File: config.mk
export PLATFORM = sky130hd
export DESIGN_NAME = rob_commit_unit
export DESIGN_NICKNAME = d
export VERILOG_FILES = /design/src/rtl/rob_commit_unit.sv
export SDC_FILE = /design/constraint.sdc
export NUM_CORES = 1
export LEC_CHECK = 0
export BUFFER_PORTS_ARGS = -buffer_cell sky130_fd_sc_hd__buf_2
export CAP_MARGIN = 0
export CORE_UTILIZATION = 40
export CTS_BUF_LIST = sky130_fd_sc_hd__clkbuf_8 sky130_fd_sc_hd__clkbuf_16
export DETAILED_ROUTE_END_ITERATION = 7
export GPL_ROUTABILITY_DRIVEN = 0
export SYNTH_ARGS = -nofsm -noshare
export SYNTH_HDL_FRONTEND = slang
export SYNTH_SLANG_ARGS = --single-unit
File: constraint.sdc
create_clock -name clk -period 3.4 [get_ports clk]
set_input_delay 0.68 -clock clk [delete_from_list [all_inputs] [get_ports clk]]
set_output_delay 0.68 -clock clk [all_outputs]
set_load 0.02 [all_outputs]
File: src/rtl/rob_commit_unit.sv
// Reorder buffer: allocates entries in program order, accepts out-of-order
// completions by index, and retires from the head or flushes on an exception.
module rob_commit_unit #(
   parameter int ENTRIES = 16,
   parameter int IDX_W   = 4
) (
   input  logic             clk,
   input  logic             reset,
   input  logic             in_alloc_valid,
   input  logic [4:0]       in_alloc_rd,
   input  logic             in_alloc_write_enable,
   input  logic [31:0]      in_alloc_PC,
   output logic             out_alloc_ready,
   output logic [IDX_W-1:0] out_alloc_idx,
   input  logic             in_complete_valid,
   input  logic [IDX_W-1:0] in_complete_idx,
   input  logic [31:0]      in_complete_data,
   input  logic [2:0]       in_complete_exception_vector,
   input  logic             in_d_cache_stall,
   output logic             out_commit_valid,
   output logic [4:0]       out_commit_rd,
   output logic [31:0]      out_commit_data,
   output logic             out_commit_write_enable,
   output logic             out_exception,
   output logic [2:0]       out_exception_vector,
   output logic [31:0]      out_exception_PC,
   output logic             out_flush,
   output logic             out_full,
   output logic             out_empty,
   output logic [IDX_W:0]   out_count
);

   localparam logic [IDX_W:0] FULL_COUNT = (IDX_W+1)'(ENTRIES);

   logic [ENTRIES-1:0] valid_q;
   logic [ENTRIES-1:0] done_q;
   logic [ENTRIES-1:0] we_q;
   logic [4:0]         rd_q   [ENTRIES];
   logic [31:0]        pc_q   [ENTRIES];
   logic [31:0]        data_q [ENTRIES];
   logic [2:0]         vec_q  [ENTRIES];

   logic [IDX_W-1:0]   head_q;
   logic [IDX_W-1:0]   tail_q;
   logic [IDX_W:0]     count_q;

   logic               commit_valid_p1;
   logic [4:0]         commit_rd_p1;
   logic [31:0]        commit_data_p1;
   logic               commit_we_p1;
   logic               exception_p1;
   logic [2:0]         exc_vec_p1;
   logic [31:0]        exc_pc_p1;
   logic               flush_p1;

   logic               alloc_fire;
   logic               complete_hit;
   logic               head_ready;
   logic               retire_fire;
   logic               except_fire;

   assign out_full        = (count_q == FULL_COUNT);
   assign out_empty       = (count_q == '0);
   assign out_count       = count_q;
   assign out_alloc_idx   = tail_q;
   assign out_alloc_ready = !out_full && !in_d_cache_stall && !flush_p1;

   // Commit decisions look only at the head and only at registered state,
   // so a completion becomes retireable one edge after it is sampled.
   assign alloc_fire   = in_alloc_valid && out_alloc_ready;
   assign complete_hit = in_complete_valid && valid_q[in_complete_idx];
   assign head_ready   = valid_q[head_q] && done_q[head_q] && !in_d_cache_stall;
   assign retire_fire  = head_ready && (vec_q[head_q] == 3'd0);
   assign except_fire  = head_ready && (vec_q[head_q] != 3'd0);

   // Control state: an exception at the head empties the buffer and wins
   // over any allocation or completion landing on the same edge.
   always_ff @(posedge clk) begin
      if (reset) begin
         valid_q <= '0;
         done_q  <= '0;
         head_q  <= '0;
         tail_q  <= '0;
         count_q <= '0;
      end else if (except_fire) begin
         valid_q <= '0;
         done_q  <= '0;
         head_q  <= '0;
         tail_q  <= '0;
         count_q <= '0;
      end else begin
         if (complete_hit)
            done_q[in_complete_idx] <= 1'b1;
         if (alloc_fire) begin
            valid_q[tail_q] <= 1'b1;
            done_q[tail_q]  <= 1'b0;
            tail_q          <= tail_q + IDX_W'(1);
         end
         if (retire_fire) begin
            valid_q[head_q] <= 1'b0;
            done_q[head_q]  <= 1'b0;
            head_q          <= head_q + IDX_W'(1);
         end
         count_q <= count_q + {{IDX_W{1'b0}}, alloc_fire}
                            - {{IDX_W{1'b0}}, retire_fire};
      end
   end

   // Entry payload carries no reset; valid/done bits qualify every read.
   always_ff @(posedge clk) begin
      if (alloc_fire) begin
         rd_q[tail_q] <= in_alloc_rd;
         we_q[tail_q] <= in_alloc_write_enable;
         pc_q[tail_q] <= in_alloc_PC;
      end
      if (complete_hit) begin
         data_q[in_complete_idx] <= in_complete_data;
         vec_q[in_complete_idx]  <= in_complete_exception_vector;
      end
   end

   // Stage p1: registered retire / exception strobes
   always_ff @(posedge clk) begin
      if (reset) begin
         commit_valid_p1 <= 1'b0;
         commit_rd_p1    <= '0;
         commit_data_p1  <= '0;
         commit_we_p1    <= 1'b0;
         exception_p1    <= 1'b0;
         exc_vec_p1      <= '0;
         exc_pc_p1       <= '0;
         flush_p1        <= 1'b0;
      end else begin
         commit_valid_p1 <= retire_fire;
         commit_we_p1    <= retire_fire && we_q[head_q];
         exception_p1    <= except_fire;
         flush_p1        <= except_fire;
         if (retire_fire) begin
            commit_rd_p1   <= rd_q[head_q];
            commit_data_p1 <= data_q[head_q];
         end
         if (except_fire) begin
            exc_vec_p1 <= vec_q[head_q];
            exc_pc_p1  <= pc_q[head_q];
         end
      end
   end

   assign out_commit_valid        = commit_valid_p1;
   assign out_commit_rd           = commit_rd_p1;
   assign out_commit_data         = commit_data_p1;
   assign out_commit_write_enable = commit_we_p1;
   assign out_exception           = exception_p1;
   assign out_exception_vector    = exc_vec_p1;
   assign out_exception_PC        = exc_pc_p1;
   assign out_flush               = flush_p1;

endmodule
==> metrics.json, run 1 <==
{
  "timing.critical_path.slowest_cell_delay_ns": 0.50,
  "finalCritPeriodShare_pct": 98.5,
  "ys_types": 42,
  "coreArea_sq_mm": 0.122,
  "totalNegativeSetupSlack_ns": 0,
  "grtUsageTotal_pct": 19.3,
  "dr_iter_0_viols": 2472,
  "least_margin_pin_slew_ns": 1.04,
  "final-instance-count-excl-fill": 4299,
  "dr.pass1.iters": 6,
  "synth-seq-area-share_pct": 76.5,
  "maxSlewViolCount": 0,
  "htreeDepth": 4,
  "clock-skew-final_ns": 0.0274,
  "area.sequential_sq_mm": 0.0376,
  "worstPathRequired_ns": 3.96,
  "count_of_endpoints_failing_hold_in_the_final_timing_report": 0,
  "number_of_synthesized_flops_with_an_enable_pin": 1168,
  "numPlacedInstances": 4043,
  "crit_path_frequent_cell": "sky130_fd_sc_hd__inv_2",
  "cts-root-buf": "sky130_fd_sc_hd__clkbuf_16",
  "holdCritPathClass": "in -> reg",
  "total_congestion_overflow": 0,
  "grt_pass1_wl_um": 175000,
  "postSynthRegisterBits": 1292,
  "power-per-cell-area_mw_per_mm2": 564,
  "timing.fmax_mhz": 299,
  "die_span_x_um": 352,
  "numCtsBuffers": 134,
  "route.detailed.vias_per_inst": 5.62,
  "post_synth_mux_area_share_pct": 17.2,
  "multi_input_area_sq_mm": 0.0112,
  "synth-compound-area-share_pct": 1.86,
  "cap_violations": 0,
  "largest_net_degree_at_the_start_of_global_routing": 119,
  "timing.critical_path.cells": "buf_6 -> mux4_2 -> a22oi_2 -> nand3_2 -> or3_4 -> nor2_4 -> buf_6 -> ha_4 -> inv_2 -> ha_4 -> inv_2 -> fa_2 -> inv_2 -> a21oi_2 -> nor2_1 -> nor2_1 -> xnor2_1 -> nor3_1",
  "synth_top_family_by_area": "multiplexers",
  "wl_per_cell_um": 27.9,
  "nets": 2656,
  "die-area_sq_mm": 0.124,
  "cts.path.max_buffers": 3,
  "cts_sinks": 1292,
  "worstSetupStartpointType": "flop",
  "number_of_failing_setup_endpoints_in_the_final_timing_report": 0,
  "path_clk_slew_ns": 0.06,
  "run_status": "finished clean",
  "postSynthNetCount": 2380,
  "irDropWorstVdd_uv": 442,
  "placement_rows": 128,
  "post_route_cells_drive_above_1_share_pct": 33.6,
  "postLayoutCoreUtil_pct": 47.1,
  "crit_path_max_fanout": 5,
  "area_growth_pct": 17.0,
  "initial_utilization_pct": 40.3,
  "yosys.area_share.adder_pct": 0.398,
  "floorplan.io_pins": 170,
  "filler_cell_count": 9993,
  "antenna_found_initial": 28,
  "final_antenna_net_count": 0,
  "grt_setup_unrepaired": "yes",
  "first_global_vias": 25365,
  "syn_inst_count": 2283,
  "fp.dieH_um": 352,
  "time_the_final_worst_path_needs_with_i_o_delays_and_setup_ns": 3.35,
  "synth_simple_gate_area_share_pct": 2.56,
  "yosys.area_share.xor_xnor_pct": 0.125,
  "yosys_warnings": 0,
  "synthFlopType": "sky130_fd_sc_hd__edfxtp_1",
  "tritoncts": "done",
  "arrival_ns": 3.91,
  "clock_insertion_delay_worst_skew_ns": 0.73,
  "power_leakage_nw": 17.8,
  "timing.max_slew.rel_slack_pct": 30.8,
  "detailroute.via_count": 24177,
  "port_buffers": 169,
  "crit_path_top_delay_cell": "sky130_fd_sc_hd__mux4_2",
  "share_of_flip_flops_with_an_asynchronous_set_or_reset_after_synthesis_pct": 0,
  "syn_area_per_cell_sq_um": 21.5,
  "setup.worst_path.class": "reg -> reg",
  "drt-total-wl_um": 120000,
  "mappedNetlistArea_sq_mm": 0.0491,
  "drc_viols": 0,
  "dp_hpwl_um": 63000,
  "setup.worst_path.end_class": "flop"
}
Yosys cell counts (6+ instances only):
library cell               count  area [sq um]
sky130_fd_sc_hd__nand2_1      29           109
sky130_fd_sc_hd__nand3_1      89           445
sky130_fd_sc_hd__o21ai_0      72           360
sky130_fd_sc_hd__ha_1         14           175
sky130_fd_sc_hd__nand3b_1      7          52.6
sky130_fd_sc_hd__clkbuf_1     86           323
sky130_fd_sc_hd__buf_1        14          52.6
sky130_fd_sc_hd__mux2i_1       6          60.1
sky130_fd_sc_hd__edfxtp_1   1168         35100
sky130_fd_sc_hd__nor3_1       29           145
sky130_fd_sc_hd__nor4_1       16           100
sky130_fd_sc_hd__inv_1        11          41.3
sky130_fd_sc_hd__a21oi_1      93           465
sky130_fd_sc_hd__nor2_1       74           278
sky130_fd_sc_hd__mux4_2      369          8310
sky130_fd_sc_hd__dfxtp_1     124          2480
sky130_fd_sc_hd__buf_2        38           190
registers in the layout, summed over array words and instances (netlist names), named ones only:
| register | flops |
|---|---|
| head_q | 4 |
| out_flush | 1 |
| we_q | 16 |
| out_exception_PC | 32 |
| out_commit_rd | 5 |
| out_commit_data | 32 |
| pc_q | 512 |
| vec_q | 48 |
| rd_q | 80 |
| out_exception_vector | 3 |
| out_commit_write_enable | 1 |
| out_count | 5 |
| data_q | 512 |
| out_alloc_idx | 4 |
| done_q | 16 |
| out_commit_valid | 1 |
| valid_q | 16 |
cell type report:
cell class	count	share of cell area (%)
well taps	1625	3.54
multi-input cells	840	19.5
inverters	11	0.0720
diodes	5	0.0218
clock buffers	146	6.25
flip-flops and latches	1292	65.5
repair buffers	280	3.84
clock inverters	100	1.26
critical path, delay by kind of cell (launching register included):
family | cells | cell delay (ns)
muxes | 1 | 0.50
DFF | 1 | 0.34
and+or+nand+nor | 6 | 0.83
adders and majority gates | 3 | 0.67
AOI/OAI and AO/OA | 2 | 0.26
buffers and inverters | 5 | 0.42
xor gates and xnor gates | 1 | 0.16
power breakdown:
group | internal [mW] | switching (mW)
registers | 17.4 | 0.0358
clock network | 8.27 | 5.95
logic | 0.223 | 0.470
logic make-up (layout without fill, tap and decap cells):
kind of cell / after synthesis / after routing
adder cells (fa/ha/maj): 15 / 15
AO/OA/AOI/OAI: 177 / 177
other: 0 / 5
AND/OR/NAND/NOR: 261 / 261
XOR/XNOR: 7 / 7
flip-flops: 1292 / 1292
buffers and inverters: 151 / 537
multiplexers: 380 / 380
routing by layer:
| layer | wire length [um] | part of all wire, % | GRT usage, % |
|---|---|---|---|
| met1 | 49900 | 42 | 26.6 |
| met3 | 8880 | 7.4 | 4.27 |
| met4 | 2110 | 1.8 | 4.83 |
| met5 | 191 | 0.16 | 0 |
| met2 | 58900 | 49 | 31.4 |
cell usage in the layout, fill, tap and decap left out, drive strengths merged, types with 7 or more instances in the layout:
cell	synthesis	layout
clkinv	0	33
ha	14	14
o21ai	73	73
dfxtp	124	124
nand2	29	29
bufinv	0	9
mux4	371	371
edfxtp	1168	1168
nor2	74	74
nor3	29	29
nand3	89	89
nand3b	7	7
buf	54	280
inv	11	64
nor4	16	16
clkbuf	86	146
a21oi	93	93
path summary, 6_finish.rpt:
check,start,endpoint,slack (ns),cells after the start
setup / recovery,flop,out_count[4]$_SDFF_PP0_,0.05,18
hold reg to reg,out_exception_PC[30]$_SDFFE_PP0P_,out_exception_PC[30]$_SDFFE_PP0P_,0.47,2
hold / removal,in_alloc_PC[6],pc_q[3][6]$_DFFE_PP_,0.32,1
setup reg to reg,flop,out_count[4]$_SDFF_PP0_,0.05,18
timing repair:
| action | in CTS | in global routing |
|---|---|---|
| resized for setup | 17 | 6 |
| endpoints found under the setup margin | 2 | 24 |
| pin swaps | 9 | 10 |
| buffers inserted | 3 | 2 |
| hold buffers | 0 | 0 |
through the flow:
stage          instance area [sq um]  worst slack, ns  hold WS, ns  power, mW
2_1_floorplan                  49100           -0.209        0.466       18.1
3_3_place_gp                   52900           -0.236        0.462       18.4
3_5_place_dp                   52900           -0.212        0.465       18.4
4_1_cts                        57300           0.0220        0.268       32.6
5_1_grt                        57400          -0.0735        0.298       33.3
6_report                       57400           0.0506        0.325       32.3
Power figures use the tool's default switching activity.
==> run 2, diff against run 1 <==
PLACE_DENSITY = 0.66   (was not set)
RECOVER_POWER = 50   (was not set)
==> run 2 against run 1 <==
  * The flow now finishes with violations (max-capacitance violations, max-slew violations)
  * Clock power is 4% lower
  * Setup slack worse by 0.037 ns
  * Cell count hardly changed
  * Global-route usage is 0.50 points lower
  * Sequential share of layout area is 0.49 points higher
  * Register-to-register slack worse by 0.04 ns
  * Fmax is 1.1% lower
  * Sequential cell count stayed put
  * Routed wire length is 1.7% lower
  * First-iteration DRC count is 20% higher
  * Critical endpoint unchanged
  * Highest routed layer unchanged
==> metrics.json, run 2 (synthesis results as in run 1) <==
{
  "run_status": "finished with violations",
  "failing_checks": "max-capacitance violations, max-slew violations",
  "first_global_vias": {"value": 25097, "change": "-1.1%"},
  "place_worst_setup_slack": {"value": -0.243, "unit": "ns", "change": "-0.0309 ns"},
  "die_span_x": {"value": 352, "unit": "um", "change": "unchanged"},
  "dp_hpwl": {"value": 65600, "unit": "um", "change": "+4.1%"},
  "worstPathRequired": {"value": 3.94, "unit": "ns", "change": "-0.02 ns"},
  "finalWorstSetupSlack": {"value": 0.0140, "unit": "ns", "change": "-0.0365 ns"},
  "drt-total-wl": {"value": 118000, "unit": "um", "change": "-1.7%"},
  "wl_per_cell": {"value": 27.4, "unit": "um", "change": "-1.7%"},
  "coreArea": {"value": 0.122, "unit": "sq mm", "change": "unchanged"},
  "setup.worst_path.end_class": "flop",
  "total_congestion_overflow": {"value": 0, "change": "unchanged"},
  "timing.fmax": {"value": 295, "unit": "MHz", "change": "-1.1%"},
  "number_of_failing_setup_endpoints_in_the_final_timing_report": {"value": 0, "change": "unchanged"},
  "finalHoldWorstSlack": {"value": 0.471, "unit": "ns", "change": "+0.146 ns"},
  "regToRegSetupSlack": {"value": 0.01, "unit": "ns", "change": "-0.04 ns"},
  "die-area": {"value": 0.124, "unit": "sq mm", "change": "unchanged"},
  "initial_utilization": {"value": 40.3, "unit": "%", "change": "unchanged"},
  "maxSlewViolCount": {"value": 36, "change": "+36"},
  "hold_path_start": "in_alloc_PC[5]",
  "ctsHoldBuffers": {"value": 0, "change": "unchanged"},
  "crit_path_max_fanout": {"value": 5, "change": "unchanged"},
  "dr_iter_0_viols": {"value": 2970, "change": "+20%"},
  "filler_cell_count": {"value": 10064, "change": "+0.71%"},
  "irDropWorstVdd": {"value": 415, "unit": "uV", "change": "-6.1%"},
  "time_the_final_worst_path_needs_with_i_o_delays_and_setup": {"value": 3.39, "unit": "ns", "change": "+0.0365 ns"},
  "cts_sinks": {"value": 1292, "change": "unchanged"},
  "reg2reg_to": "out_count[4]$_SDFF_PP0_",
  "area_growth_pct": 16.1,
  "finalCritPeriodShare": {"value": 99.6, "unit": "%", "change": "+1.1 points"},
  "fp.dieH": {"value": 352, "unit": "um", "change": "unchanged"},
  "cap_violations": {"value": 2, "change": "+2"},
  "drc_viols": {"value": 0, "change": "unchanged"},
  "worstSetupStartpointType": "flop",
  "nets": {"value": 2654, "change": "-0.075%"},
  "power-per-cell-area": {"value": 557, "unit": "mW/mm^2", "change": "-1.1%"},
  "crit_path_top_delay_cell": "sky130_fd_sc_hd__mux4_2",
  "path_clk_slew": {"value": 0.06, "unit": "ns", "change": "about the same"},
  "arrival": {"value": 3.93, "unit": "ns", "change": "+0.02 ns"},
  "largest_registers": "data_q: 512 flops, pc_q: 512 flops, rd_q: 80 flops",
  "finalInstanceArea": {"value": 0.0570, "unit": "sq mm", "change": "-0.74%"},
  "number_of_cell_instances_on_the_worst_register_to_register_path": {"value": 18, "change": "unchanged"},
  "least_margin_pin_slew": {"value": 1.61, "unit": "ns", "change": "+0.576 ns"},
  "tritoncts": "done",
  "largest_net_degree_at_the_start_of_global_routing": {"value": 101, "change": "-15%"},
  "htreeDepth": {"value": 3, "change": "-1"},
  "count_of_endpoints_failing_hold_in_the_final_timing_report": {"value": 0, "change": "unchanged"},
  "clock-skew-final": {"value": 0.0338, "unit": "ns", "change": "+0.00638 ns"},
  "antenna_found_initial": {"value": 30, "change": "+7.1%"},
  "final_antenna_net_count": {"value": 0, "change": "unchanged"},
  "postLayoutCoreUtil": {"value": 46.8, "unit": "%", "change": "-0.35 points"},
  "worst-path-buf-inv": {"value": 5, "change": "unchanged"},
  "cts.path.max_buffers": {"value": 3, "change": "unchanged"},
  "post_route_cells_drive_above_1_share": {"value": 30.2, "unit": "%", "change": "-3.4 points"},
  "min_delay_path_depth": {"value": 1, "change": "unchanged"},
  "placed_cell_area": {"value": 0.0529, "unit": "sq mm", "change": "-0.17%"},
  "timing.critical_path.cells": "buf_12 -> mux4_2 -> a22oi_2 -> nand3_2 -> or3_4 -> nor2_4 -> buf_6 -> ha_4 -> inv_2 -> ha_4 -> inv_2 -> fa_2 -> inv_2 -> a21oi_2 -> nor2_1 -> nor2_1 -> xnor2_1 -> nor3_1",
  "crit_path_frequent_cell": "sky130_fd_sc_hd__inv_2",
  "route.detailed.vias_per_inst": {"value": 5.68, "change": "+1.0%"},
  "power_leakage": {"value": 17.4, "unit": "nW", "change": "-2.2%"},
  "internal-power": {"value": 25.5, "unit": "mW", "change": "-1.6%"},
  "detailroute.via_count": {"value": 24425, "change": "+1.0%"},
  "pwr-share-clk": {"value": 43.0, "unit": "%", "change": "-1.0 points"},
  "most_common_cell_after_layout_fill_and_taps_aside": "sky130_fd_sc_hd__edfxtp_1",
  "share_seq_of_total_power": {"value": 54.9, "unit": "%", "change": "+1.0 points"},
  "hold_path_end": "pc_q[13][5]$_DFFE_PP_",
  "timing.max_slew.rel_slack": {"value": -7.58, "unit": "%", "change": "-38 points"},
  "net-switching-power": {"value": 6.28, "unit": "mW", "change": "-2.8%"},
  "cts-root-buf": "sky130_fd_sc_hd__clkbuf_16",
  "area.sequential": {"value": 0.0376, "unit": "sq mm", "change": "about the same"},
  "grt_pass1_wl": {"value": 172000, "unit": "um", "change": "-2.0%"},
  "power_frac_comb": {"value": 2.1, "unit": "%", "change": "about the same"},
  "setup.worst_path.class": "reg -> reg",
  "numCtsBuffers": {"value": 121, "change": "-9.7%"},
  "leading_cell_types_in_the_layout_fill_and_taps_excluded": "sky130_fd_sc_hd__edfxtp_1 (1168), sky130_fd_sc_hd__mux4_2 (369), sky130_fd_sc_hd__clkbuf_16 (122)",
  "dr.pass1.iters": {"value": 5, "change": "-1"},
  "grtUsageTotal": {"value": 18.9, "unit": "%", "change": "-0.50 points"},
  "port_buffers": {"value": 169, "change": "unchanged"},
  "switching_share": {"value": 19.8, "unit": "%", "change": "-0.19 points"},
  "grt_setup_unrepaired": "yes",
  "floorplan.io_pins": {"value": 170, "change": "unchanged"},
  "multi_input_area": {"value": 0.0112, "unit": "sq mm", "change": "-0.50%"},
  "placement_rows": {"value": 128, "change": "unchanged"},
  "clock_insertion_delay_worst_skew": {"value": 0.70, "unit": "ns", "change": "-0.03 ns"},
  "power": {"value": 31.7, "unit": "mW", "change": "-1.8%"},
  "holdCritPathClass": "in -> reg",
  "timing.critical_path.slowest_cell_delay": {"value": 0.50, "unit": "ns", "change": "about the same"},
  "worst_path_dominant_cell_family": "simple AND/OR/NAND/NOR gates"
}
==> run 2: changes by cell type in the layout (fill, tap and decap cells not counted), moves of 11 or more <==
cell,change
sky130_fd_sc_hd__clkbuf_1,+88
sky130_fd_sc_hd__buf_2,-81
sky130_fd_sc_hd__inv_1,-21
sky130_fd_sc_hd__clkbuf_16,-18
sky130_fd_sc_hd__buf_4,+15
sky130_fd_sc_hd__buf_12,-11
sky130_fd_sc_hd__clkbuf_8,+11
sky130_fd_sc_hd__clkinv_1,+11
==> run 2: what timing repair did <==
item,in CTS,in global routing
cloned,2,0
buffers inserted,9,0
pin swaps,11,9
resized for setup,18,5
setup endpoints to repair,11,16
==> run 2: layer usage <==
layer  wire length [um]  global-route usage [%]  part of all wire [%]  vias up
met3               9790                    3.97                   8.3      201
li1                   -                       -                     -    10108
met5                161                       0                  0.14        -
met2              57900                    30.7                    49     1114
met1              47400                    25.9                    40    12978
met4               2580                    4.87                   2.2       24
==> run 2: metrics by stage <==
step,cells,TNS [ns]
2_1_floorplan,2283,-118.86
3_3_place_gp,4048,-0.414
3_5_place_dp,4048,-0.335
4_1_cts,4290,-0.0288
5_1_grt,4294,-0.224
6_report,4298,0
==> run 2: cell type report <==
type                            instances  area share (%)
Multi-Input combinational cell        840            19.6
Clock inverter                         92            1.39
Timing Repair Buffer                  291            3.61
Inverter                               11          0.0725
Antenna cell                            8          0.0351
Tap cell                             1625            3.57
Clock buffer                          139            5.77
Sequential cell                      1292            66.0
==> run 2: power by group through the flow <==
stage / clock (mW) / sequential (mW) / combinational (mW)
after floorplan: 0 / 17.8 / 0.276
after global placement: 0 / 17.8 / 0.648
after detailed placement: 0 / 17.8 / 0.682
after CTS: 13.8 / 17.4 / 0.692
after global routing: 14.4 / 17.4 / 0.732
final: 13.6 / 17.4 / 0.675
==> run 2: how the worst max path moves through the flow <==
stage | slack [ns] | startpoint | cells after the start | end
floorplan | -0.21 | out_count[2]$_SDFF_PP0_ | 6 | pc_q[11][0]$_DFFE_PP_
global placement | -0.33 | flop | 18 | out_count[4]$_SDFF_PP0_
detailed placement | -0.24 | flop | 18 | out_count[4]$_SDFF_PP0_
CTS | -0.03 | flop | 18 | out_count[4]$_SDFF_PP0_
global route | -0.12 | flop | 18 | out_count[4]$_SDFF_PP0_
finish | 0.01 | flop | 18 | out_count[4]$_SDFF_PP0_
